===== config.mk =====
export PLATFORM = sky130hd
export DESIGN_NAME = div_hilo_ctrl_flat
export DESIGN_NICKNAME = d
export VERILOG_FILES = /design/src/rtl/div_hilo_ctrl_if.sv /design/src/rtl/div_hilo_ctrl.sv /design/src/flat_wrapper.sv
export SDC_FILE = /design/constraint.sdc
export NUM_CORES = 1
export LEC_CHECK = 0
export CELL_PAD_IN_SITES_DETAIL_PLACEMENT = 0
export CELL_PAD_IN_SITES_GLOBAL_PLACEMENT = 1
export CORE_MARGIN = 2
export CORE_UTILIZATION = 34
export CTS_BUF_LIST = sky130_fd_sc_hd__clkbuf_4 sky130_fd_sc_hd__clkbuf_8
export DETAILED_ROUTE_END_ITERATION = 7
export MAX_ROUTING_LAYER = met4
export PLACE_DENSITY_LB_ADDON = 0.1
export SETUP_SLACK_MARGIN = 0.4
export SLEW_MARGIN = 20
export SYNTH_ARGS = -nofsm -noshare
export SYNTH_HDL_FRONTEND = slang
export SYNTH_SLANG_ARGS = --single-unit

===== constraint.sdc =====
create_clock -name clk -period 2.7 [get_ports clk]
set_input_delay 0.405 -clock clk [delete_from_list [all_inputs] [get_ports clk]]
set_output_delay 0.405 -clock clk [all_outputs]
set_load 0.02 [all_outputs]

===== src/rtl/div_hilo_ctrl_if.sv =====
// div_hilo_ctrl_if: groups the EX-side request/HILO bus and the divider
// handshake that connect to div_hilo_ctrl.
// slave  = controller side, master = pipeline + divider side.
interface div_hilo_ctrl_if;
   logic        div_req;
   logic [15:0] dividend;
   logic [15:0] divisor;
   logic        hilo_rd;
   logic        rd_hi;
   logic [15:0] rd_data;
   logic        wr_hi;
   logic        wr_lo;
   logic [15:0] wr_data;
   logic        stall;
   logic        div_start;
   logic [15:0] div_dividend;
   logic [15:0] div_divisor;
   logic        div_ready;
   logic [31:0] div_result;
   logic        busy;
   logic        div_zero;

   modport slave (
      input  div_req, dividend, divisor, hilo_rd, rd_hi, wr_hi, wr_lo, wr_data,
             div_ready, div_result,
      output rd_data, stall, div_start, div_dividend, div_divisor, busy, div_zero
   );

   modport master (
      output div_req, dividend, divisor, hilo_rd, rd_hi, wr_hi, wr_lo, wr_data,
             div_ready, div_result,
      input  rd_data, stall, div_start, div_dividend, div_divisor, busy, div_zero
   );
endinterface


===== src/rtl/div_hilo_ctrl.sv =====
// div_hilo_ctrl: sequences DIV requests from EX onto a 16-bit iterative
// divider, owns the architectural HI/LO registers, serves MFHI/MFLO and
// MTHI/MTLO, and stalls only instructions that touch HI/LO or the divider
// while a divide is in flight.
// Optional feature: define DIV_ZERO_TRAP_EN to resolve divide-by-zero in
// IDLE without using the divider (lo = 16'hFFFF, hi = dividend, sticky
// div_zero). Without it div_zero is tied low.
module div_hilo_ctrl #(
   parameter int DRAIN_CYCLES = 20
) (
   input  logic            clk,
   input  logic            rst,
   div_hilo_ctrl_if.slave  bus
);
   localparam int CW = (DRAIN_CYCLES > 1) ? $clog2(DRAIN_CYCLES) : 1;
   localparam logic [CW-1:0] DRAIN_LAST = CW'(DRAIN_CYCLES - 1);

   typedef enum logic [2:0] {
      S_DRAIN, S_IDLE, S_LAUNCH, S_WAIT_LOW, S_WAIT_HIGH
   } state_t;

   state_t        r_state, w_next;
   logic [CW-1:0] r_drain_cnt;
   logic [15:0]   r_hi, r_lo;
   logic [15:0]   r_opa, r_opb;
   logic          w_accept, w_zero_trap, w_launch, w_done;
   logic          w_start, w_busy;

   assign w_accept = (r_state == S_IDLE) & bus.div_req;
   assign w_done   = (r_state == S_WAIT_HIGH) & bus.div_ready;

`ifdef DIV_ZERO_TRAP_EN
   logic r_div_zero;
   assign w_zero_trap = w_accept & (bus.divisor == 16'd0);

   // Sticky divide-by-zero flag; any accepted nonzero DIV clears it
   always_ff @(posedge clk or posedge rst) begin
      if (rst)              r_div_zero <= 1'b0;
      else if (w_zero_trap) r_div_zero <= 1'b1;
      else if (w_accept)    r_div_zero <= 1'b0;
   end
   assign bus.div_zero = r_div_zero;
`else
   assign w_zero_trap  = 1'b0;
   assign bus.div_zero = 1'b0;
`endif

   assign w_launch = w_accept & ~w_zero_trap;

   // State register
   always_ff @(posedge clk or posedge rst) begin
      if (rst) r_state <= S_DRAIN;
      else     r_state <= w_next;
   end

   // Next-state and divider/pipeline control outputs
   always_comb begin
      w_next  = r_state;
      w_start = 1'b0;
      w_busy  = 1'b1;
      case (r_state)
         S_DRAIN:     if (r_drain_cnt == DRAIN_LAST) w_next = S_IDLE;
         S_IDLE: begin
            w_busy = 1'b0;
            if (w_launch) w_next = S_LAUNCH;
         end
         S_LAUNCH: begin
            w_start = 1'b1;
            w_next  = S_WAIT_LOW;
         end
         // ready is still high from the previous op; wait for the divider
         // to acknowledge start by dropping it
         S_WAIT_LOW:  if (!bus.div_ready) w_next = S_WAIT_HIGH;
         S_WAIT_HIGH: if (bus.div_ready)  w_next = S_IDLE;
         default:     w_next = S_DRAIN;
      endcase
   end

   // Drain counter: gives an unreset divider time to finish an orphaned op
   always_ff @(posedge clk or posedge rst) begin
      if (rst)
         r_drain_cnt <= '0;
      else if (r_state == S_DRAIN && r_drain_cnt != DRAIN_LAST)
         r_drain_cnt <= r_drain_cnt + CW'(1);
   end

   // Operand latch, held stable for the divider for the whole op
   always_ff @(posedge clk or posedge rst) begin
      if (rst) begin
         r_opa <= '0;
         r_opb <= '0;
      end else if (w_launch) begin
         r_opa <= bus.dividend;
         r_opb <= bus.divisor;
      end
   end

   // HI/LO: MT writes only land in IDLE (stalled otherwise); a DIV result
   // written later simply overwrites an MT value taken on the accept edge
   always_ff @(posedge clk or posedge rst) begin
      if (rst) begin
         r_hi <= '0;
         r_lo <= '0;
      end else begin
         if (r_state == S_IDLE) begin
            if (bus.wr_hi) r_hi <= bus.wr_data;
            if (bus.wr_lo) r_lo <= bus.wr_data;
         end
         if (w_zero_trap) begin
            r_lo <= 16'hFFFF;
            r_hi <= bus.dividend;
         end
         if (w_done) begin
            r_lo <= bus.div_result[31:16];
            r_hi <= bus.div_result[15:0];
         end
      end
   end

   assign bus.stall        = w_busy & (bus.div_req | bus.hilo_rd | bus.wr_hi | bus.wr_lo);
   assign bus.busy         = w_busy;
   assign bus.div_start    = w_start;
   assign bus.div_dividend = r_opa;
   assign bus.div_divisor  = r_opb;
   assign bus.rd_data      = bus.rd_hi ? r_hi : r_lo;
endmodule


===== src/flat_wrapper.sv =====
// flat-port wrapper written by rule: the top's interface ports become plain ports
module div_hilo_ctrl_flat 
#(
   parameter int DRAIN_CYCLES = 20
)
  (clk, rst, bus_div_req, bus_dividend, bus_divisor, bus_hilo_rd, bus_rd_hi, bus_wr_hi, bus_wr_lo, bus_wr_data, bus_div_ready, bus_div_result, bus_rd_data, bus_stall, bus_div_start, bus_div_dividend, bus_div_divisor, bus_busy, bus_div_zero);
  div_hilo_ctrl_if bus_i ();
  input  logic clk;
  input  logic rst;
  input wire logic [$bits(bus_i.div_req)-1:0] bus_div_req;
  input wire logic [$bits(bus_i.dividend)-1:0] bus_dividend;
  input wire logic [$bits(bus_i.divisor)-1:0] bus_divisor;
  input wire logic [$bits(bus_i.hilo_rd)-1:0] bus_hilo_rd;
  input wire logic [$bits(bus_i.rd_hi)-1:0] bus_rd_hi;
  input wire logic [$bits(bus_i.wr_hi)-1:0] bus_wr_hi;
  input wire logic [$bits(bus_i.wr_lo)-1:0] bus_wr_lo;
  input wire logic [$bits(bus_i.wr_data)-1:0] bus_wr_data;
  input wire logic [$bits(bus_i.div_ready)-1:0] bus_div_ready;
  input wire logic [$bits(bus_i.div_result)-1:0] bus_div_result;
  output wire logic [$bits(bus_i.rd_data)-1:0] bus_rd_data;
  output wire logic [$bits(bus_i.stall)-1:0] bus_stall;
  output wire logic [$bits(bus_i.div_start)-1:0] bus_div_start;
  output wire logic [$bits(bus_i.div_dividend)-1:0] bus_div_dividend;
  output wire logic [$bits(bus_i.div_divisor)-1:0] bus_div_divisor;
  output wire logic [$bits(bus_i.busy)-1:0] bus_busy;
  output wire logic [$bits(bus_i.div_zero)-1:0] bus_div_zero;
  assign bus_i.div_req = bus_div_req;
  assign bus_i.dividend = bus_dividend;
  assign bus_i.divisor = bus_divisor;
  assign bus_i.hilo_rd = bus_hilo_rd;
  assign bus_i.rd_hi = bus_rd_hi;
  assign bus_i.wr_hi = bus_wr_hi;
  assign bus_i.wr_lo = bus_wr_lo;
  assign bus_i.wr_data = bus_wr_data;
  assign bus_i.div_ready = bus_div_ready;
  assign bus_i.div_result = bus_div_result;
  assign bus_rd_data = bus_i.rd_data;
  assign bus_stall = bus_i.stall;
  assign bus_div_start = bus_i.div_start;
  assign bus_div_dividend = bus_i.div_dividend;
  assign bus_div_divisor = bus_i.div_divisor;
  assign bus_busy = bus_i.busy;
  assign bus_div_zero = bus_i.div_zero;
  div_hilo_ctrl #(.DRAIN_CYCLES(DRAIN_CYCLES)) u_core (.clk(clk), .rst(rst), .bus(bus_i));
endmodule

# Word-level counts from Yosys, hierarchy flattened
# Cells that the tools add are included.
# totals
ff_bits	72
inputBits	88
# op_classes
addsub	1
eq_ne	10
muxes	14
n_bitwise	6
reduce_logical	8
# ops
cell	count
16-bit 2-to-1 mux	7
3-bit one-hot mux with 5 select lines	1
3-bit 2-to-1 mux	4
3-bit by 2-bit equality test with 1-bit output, second input constant	2
2-bit nonzero test	3
5-bit by 1-bit adder with 5-bit output, second input constant	1
5-bit equality test, second input constant	1
5-bit != test, second input constant	1
2-bit by 1-bit != test with 1-bit output, second input constant	2
2-bit != test, second input constant	2
2-bit AND reduction	2
4-bit AND reduction	1
1-bit AND	3
3-bit by 1-bit equality test with 1-bit output, second input constant	1
3-bit equality test, second input constant	1
3-bit zero test	1
1-bit bitwise OR	3
1-bit 2-to-1 mux	2
1-bit logical AND	1

# Longest topological paths before layout
# depth
word_depth	4
ltp_mapped	6
ltp_nobuf	4

# Least setup slack after synthesis
# No wires, ideal clock.
# synth_timing
path_kind	input to output
startpoint	input port bus_rd_hi
endpoint	output port bus_rd_data[10]
arrival_time_ps	1298
t_required_ps	2295
path_slack_ps	997
stages	3
path_buffers	2
path_cell_list	clkbuf_1 > buf_2 > mux2_2
# synth_via
elab_chain_len	1
# synth_lines
item	line	source
start, declared	flat_wrapper.sv:14	input wire logic [$bits(bus_i.rd_hi)-1:0] bus_rd_hi;
16-bit 2-to-1 mux	div_hilo_ctrl.sv:125	assign bus.rd_data = bus.rd_hi ? r_hi : r_lo;
end, declared	flat_wrapper.sv:20	output wire logic [$bits(bus_i.rd_data)-1:0] bus_rd_data;
# No other way between the ends.

# Final worst setup path
# layout_timing
startpoint	register u_core.r_state[2]
endpoint	output port bus_stall
# layout_via
elab_chain_len	3
# layout_lines
item	line	source
start, declared	div_hilo_ctrl.sv:22	state_t r_state, w_next;
start signal, assigned	div_hilo_ctrl.sv:53	else r_state <= w_next;
3-bit by 1-bit equality test with 1-bit output	div_hilo_ctrl.sv:61	case (r_state)
1-bit 2-to-1 mux	div_hilo_ctrl.sv:61	
1-bit AND	div_hilo_ctrl.sv:120	assign bus.stall = w_busy & (bus.div_req | bus.hilo_rd | bus.wr_hi | bus.wr_lo);
end, declared	flat_wrapper.sv:21	output wire logic [$bits(bus_i.stall)-1:0] bus_stall;
# No other way between the ends.

==> metrics.log <==
INFO  metric outcome = complete, no violations
INFO  metric cts_tree = yes
INFO  metric cap_violations = 0
INFO  metric yosys.area.top_type_share = 51.9%
INFO  metric via_count_of_the_first_global_routing_pass = ~2700
INFO  metric max-slew-margin-rel = between 50 and 60%
INFO  metric synthesis.area = 3470 um^2
INFO  metric worstSetupEndpointType = output pin
INFO  metric crit_path_cell_trace = nor3b_2, nor2_1, clkdlybuf4s50_1
INFO  metric routabilityCongestion = between 0.7 and 0.8
INFO  metric drt_drc_violations_left = 0
INFO  metric dr.first_iter.drc_count = 56
INFO  metric design.final.nets = about 500
INFO  metric grt_antenna_before_repair = 0
INFO  metric yosys_warn_count = 0
INFO  metric crit_family = flip-flops
INFO  metric crit_type = reg2out
INFO  metric reg2reg_slack = 0.94 ns
INFO  metric ys_types = 32
INFO  metric timing.hold.worst.class = reg2reg
INFO  metric setup_repair_after_global_routing_missed_its_margin = no
INFO  metric first_pass_grt_wire_length = 13400 um
INFO  metric wl_per_cell = 15.1 um
INFO  metric powerDensity = ~1100 nW/um^2
INFO  metric synth_edf_count = 0
INFO  metric yosysMostFrequentCell = sky130_fd_sc_hd__dfrtp_1
INFO  metric seq_area_frac_synth = between 50% and 60%
INFO  metric ys.flop_type = sky130_fd_sc_hd__dfrtp_1
INFO  metric detail-route-antenna-nets = 0
INFO  metric r2r.worst_path.cells = 4
INFO  metric placedCellCount = 531
INFO  metric hold_path_depth = 1
INFO  metric yosys_reg_bits = a little over 70
INFO  metric post_synth_most_frequent_cells = sky130_fd_sc_hd__dfrtp_1, sky130_fd_sc_hd__nand2_1, sky130_fd_sc_hd__mux2i_1, sky130_fd_sc_hd__o21ai_1, sky130_fd_sc_hd__mux2_4
INFO  metric critPathMaxStageDelay = 0.62 ns
INFO  metric first_pass_iters = 5
INFO  metric die-area = approximately 11000 um^2
INFO  metric crit_cells = 3
INFO  metric required = between 2 and 2.5 ns
INFO  metric fin_crit_sh = a little over 80%
INFO  metric tightestPinTransition = between 0.7 and 0.8 ns
INFO  metric setup-violations-final = 0
INFO  metric cp.arrival = ~1.8 ns
INFO  metric drive_gt1_share = between 10% and 20%
INFO  metric antenna_cells = 0
INFO  metric boundaryPins = 140
INFO  metric worstPathMaxFanout = 11
INFO  metric grt_use_total = 15.7%
INFO  metric area_added_between_synthesis_and_finish = 48.3%
INFO  metric postSynthNetCount = about 360
INFO  metric die_w = between 100 and 150 um
INFO  metric clock_skew = 0.0140 ns
INFO  metric std_cell_rows = 36
INFO  metric final_hold_vio_count = 0
INFO  metric cp.buffers_inverters = 1
INFO  metric synthDominantAreaCellType = sky130_fd_sc_hd__dfrtp_1
INFO  metric post_cts_hold_buffer_count = 0
INFO  metric cts_buffers = 9
INFO  metric worst_r2r_startpoint = u_core.r_state[2]
INFO  metric initial_core_utilization = 35.2%
INFO  metric synth.area.top_cells = sky130_fd_sc_hd__dfrtp_1, sky130_fd_sc_hd__mux2_4, sky130_fd_sc_hd__mux2i_1
INFO  metric final.min_clock_period = ~2.2 ns
INFO  metric num_vias = 2499
INFO  metric dp_hpwl = about 5800 um
INFO  metric cts_setup_buffers = 0
INFO  metric worstSetupStartpointType = flop
INFO  metric port_buffers = between 100 and 150
INFO  metric power_leakage = ~2.1 nW
INFO  metric die_y = 105 um
INFO  metric ctsHtreeMaxLevel = 3
INFO  metric source_of_the_critical_timing_path = u_core.r_state[2]
INFO  metric globalRoute.totalOverflow = 0
INFO  metric clkSlewWorstSetupHoldPaths = roughly 0.080 ns
INFO  metric grt_max_degree = between 60 and 70
INFO  metric average_cell_area_after_synthesis = between 10 and 15 um^2
INFO  metric cts_root_buffer = sky130_fd_sc_hd__clkbuf_8
INFO  metric fmaxAchievable = between 400 and 500 MHz
INFO  metric ctsResizeCount = 17
INFO  metric synth_async_sr_flop_share = 100%
INFO  metric hold_path_startpoint = u_core.r_drain_cnt[4]
INFO  metric clk_latency = about 0.34 ns
INFO  metric ir_drop = roughly 0.52 mV
INFO  metric setup_tns = 0 ns
INFO  metric viasPerCell = 4.57
INFO  metric clkSinkCount = 72
INFO  metric cts_max_path_buffers = 2
INFO  metric core_area = 9860 um^2
INFO  metric route.final.wire_length = ~8200 um
INFO  metric cp_slowest_cell = sky130_fd_sc_hd__dfrtp_1
INFO  metric timing.final.max_slew_violations = 0
INFO  metric fin_cells = 547
INFO  metric postSynthCellCount = between 200 and 300
==> state kept, by name, indices dropped and copies added, names as in the netlist <==
name,cells
u_core.r_hi,16
u_core.r_state,3
u_core.bus.div_divisor,16
u_core.r_lo,16
u_core.bus.div_dividend,16
u_core.r_drain_cnt,5
==> cells by family (layout without fill, tap and decap cells) <==
family                     Yosys count  count (layout)  share of synthesized area, %
xor gates and xnor gates             4               4                          1.01
DFF                                 72              72                          51.9
other                                1               1                         0.108
buffers and inverters               24             166                          5.40
and+or+nand+nor                     52              52                          7.49
AOI/OAI and AO/OA                   37              37                          5.40
muxes                               81              81                          28.4
adders and majority gates            1               1                         0.360
==> cells in the final DEF (no fill, tap or decap), types with 4 or more instances in the layout <==
master,count
sky130_fd_sc_hd__o21ai_1,32
sky130_fd_sc_hd__mux2_2,19
sky130_fd_sc_hd__dlygate4sd2_1,16
sky130_fd_sc_hd__mux2i_1,32
sky130_fd_sc_hd__buf_12,4
sky130_fd_sc_hd__dfrtp_1,71
sky130_fd_sc_hd__buf_4,4
sky130_fd_sc_hd__nand2_1,34
sky130_fd_sc_hd__clkdlybuf4s50_1,121
sky130_fd_sc_hd__clkbuf_8,9
sky130_fd_sc_hd__mux2_4,30
sky130_fd_sc_hd__xnor2_1,4
==> metal layers <==
layer  GRT usage (%)  part of all wire [%]
met5               -                     0
met1            20.6                    47
met3            2.81                   4.3
met4            5.14                  0.74
met2            24.8                    48
==> per-stage QoR <==
stage / setup WS [ns] / area (um^2) / power, mW / hold slack (ns) / util [%]
6_report: 0.521 / 5150 / 5.53 / 0.483 / 52.2
5_1_grt: 0.418 / 5150 / 5.89 / 0.524 / 52.2
4_1_cts: 0.441 / 5150 / 5.61 / 0.486 / 52.2
3_5_place_dp: 0.327 / 4990 / 4.90 / 0.471 / 50.6
3_3_place_gp: 0.339 / 4990 / 4.88 / 0.467 / 50.6
2_1_floorplan: 0.470 / 3470 / 3.75 / 0.446 / -
==> path summary, 6_finish.rpt <==
| path | endpoint |
|---|---|
| max | bus_stall |
| min | u_core.r_drain_cnt[4] |
| max reg2reg | u_core.bus.div_dividend[15] |
| min reg2reg | u_core.r_drain_cnt[4] |
| max in group asynchronous | u_core.bus.div_dividend[0] |
| min in group asynchronous | u_core.bus.div_divisor[5] |
==> power breakdown <==
group / internal (mW) / switching, mW
Clock: 0.347 / 0.418
Combinational: 1.55 / 1.22
Sequential: 1.63 / 0.360
==> cell type report <==
type,instances,area (um^2)
Inverter,4,15.0
Clock inverter,6,45.0
Fill cell,907,4710
Timing Repair Buffer,146,1470
Multi-Input combinational cell,176,1520
Tap cell,133,166
Clock buffer,10,131
Sequential cell,72,1800
(Power assumes the default switching activity.)
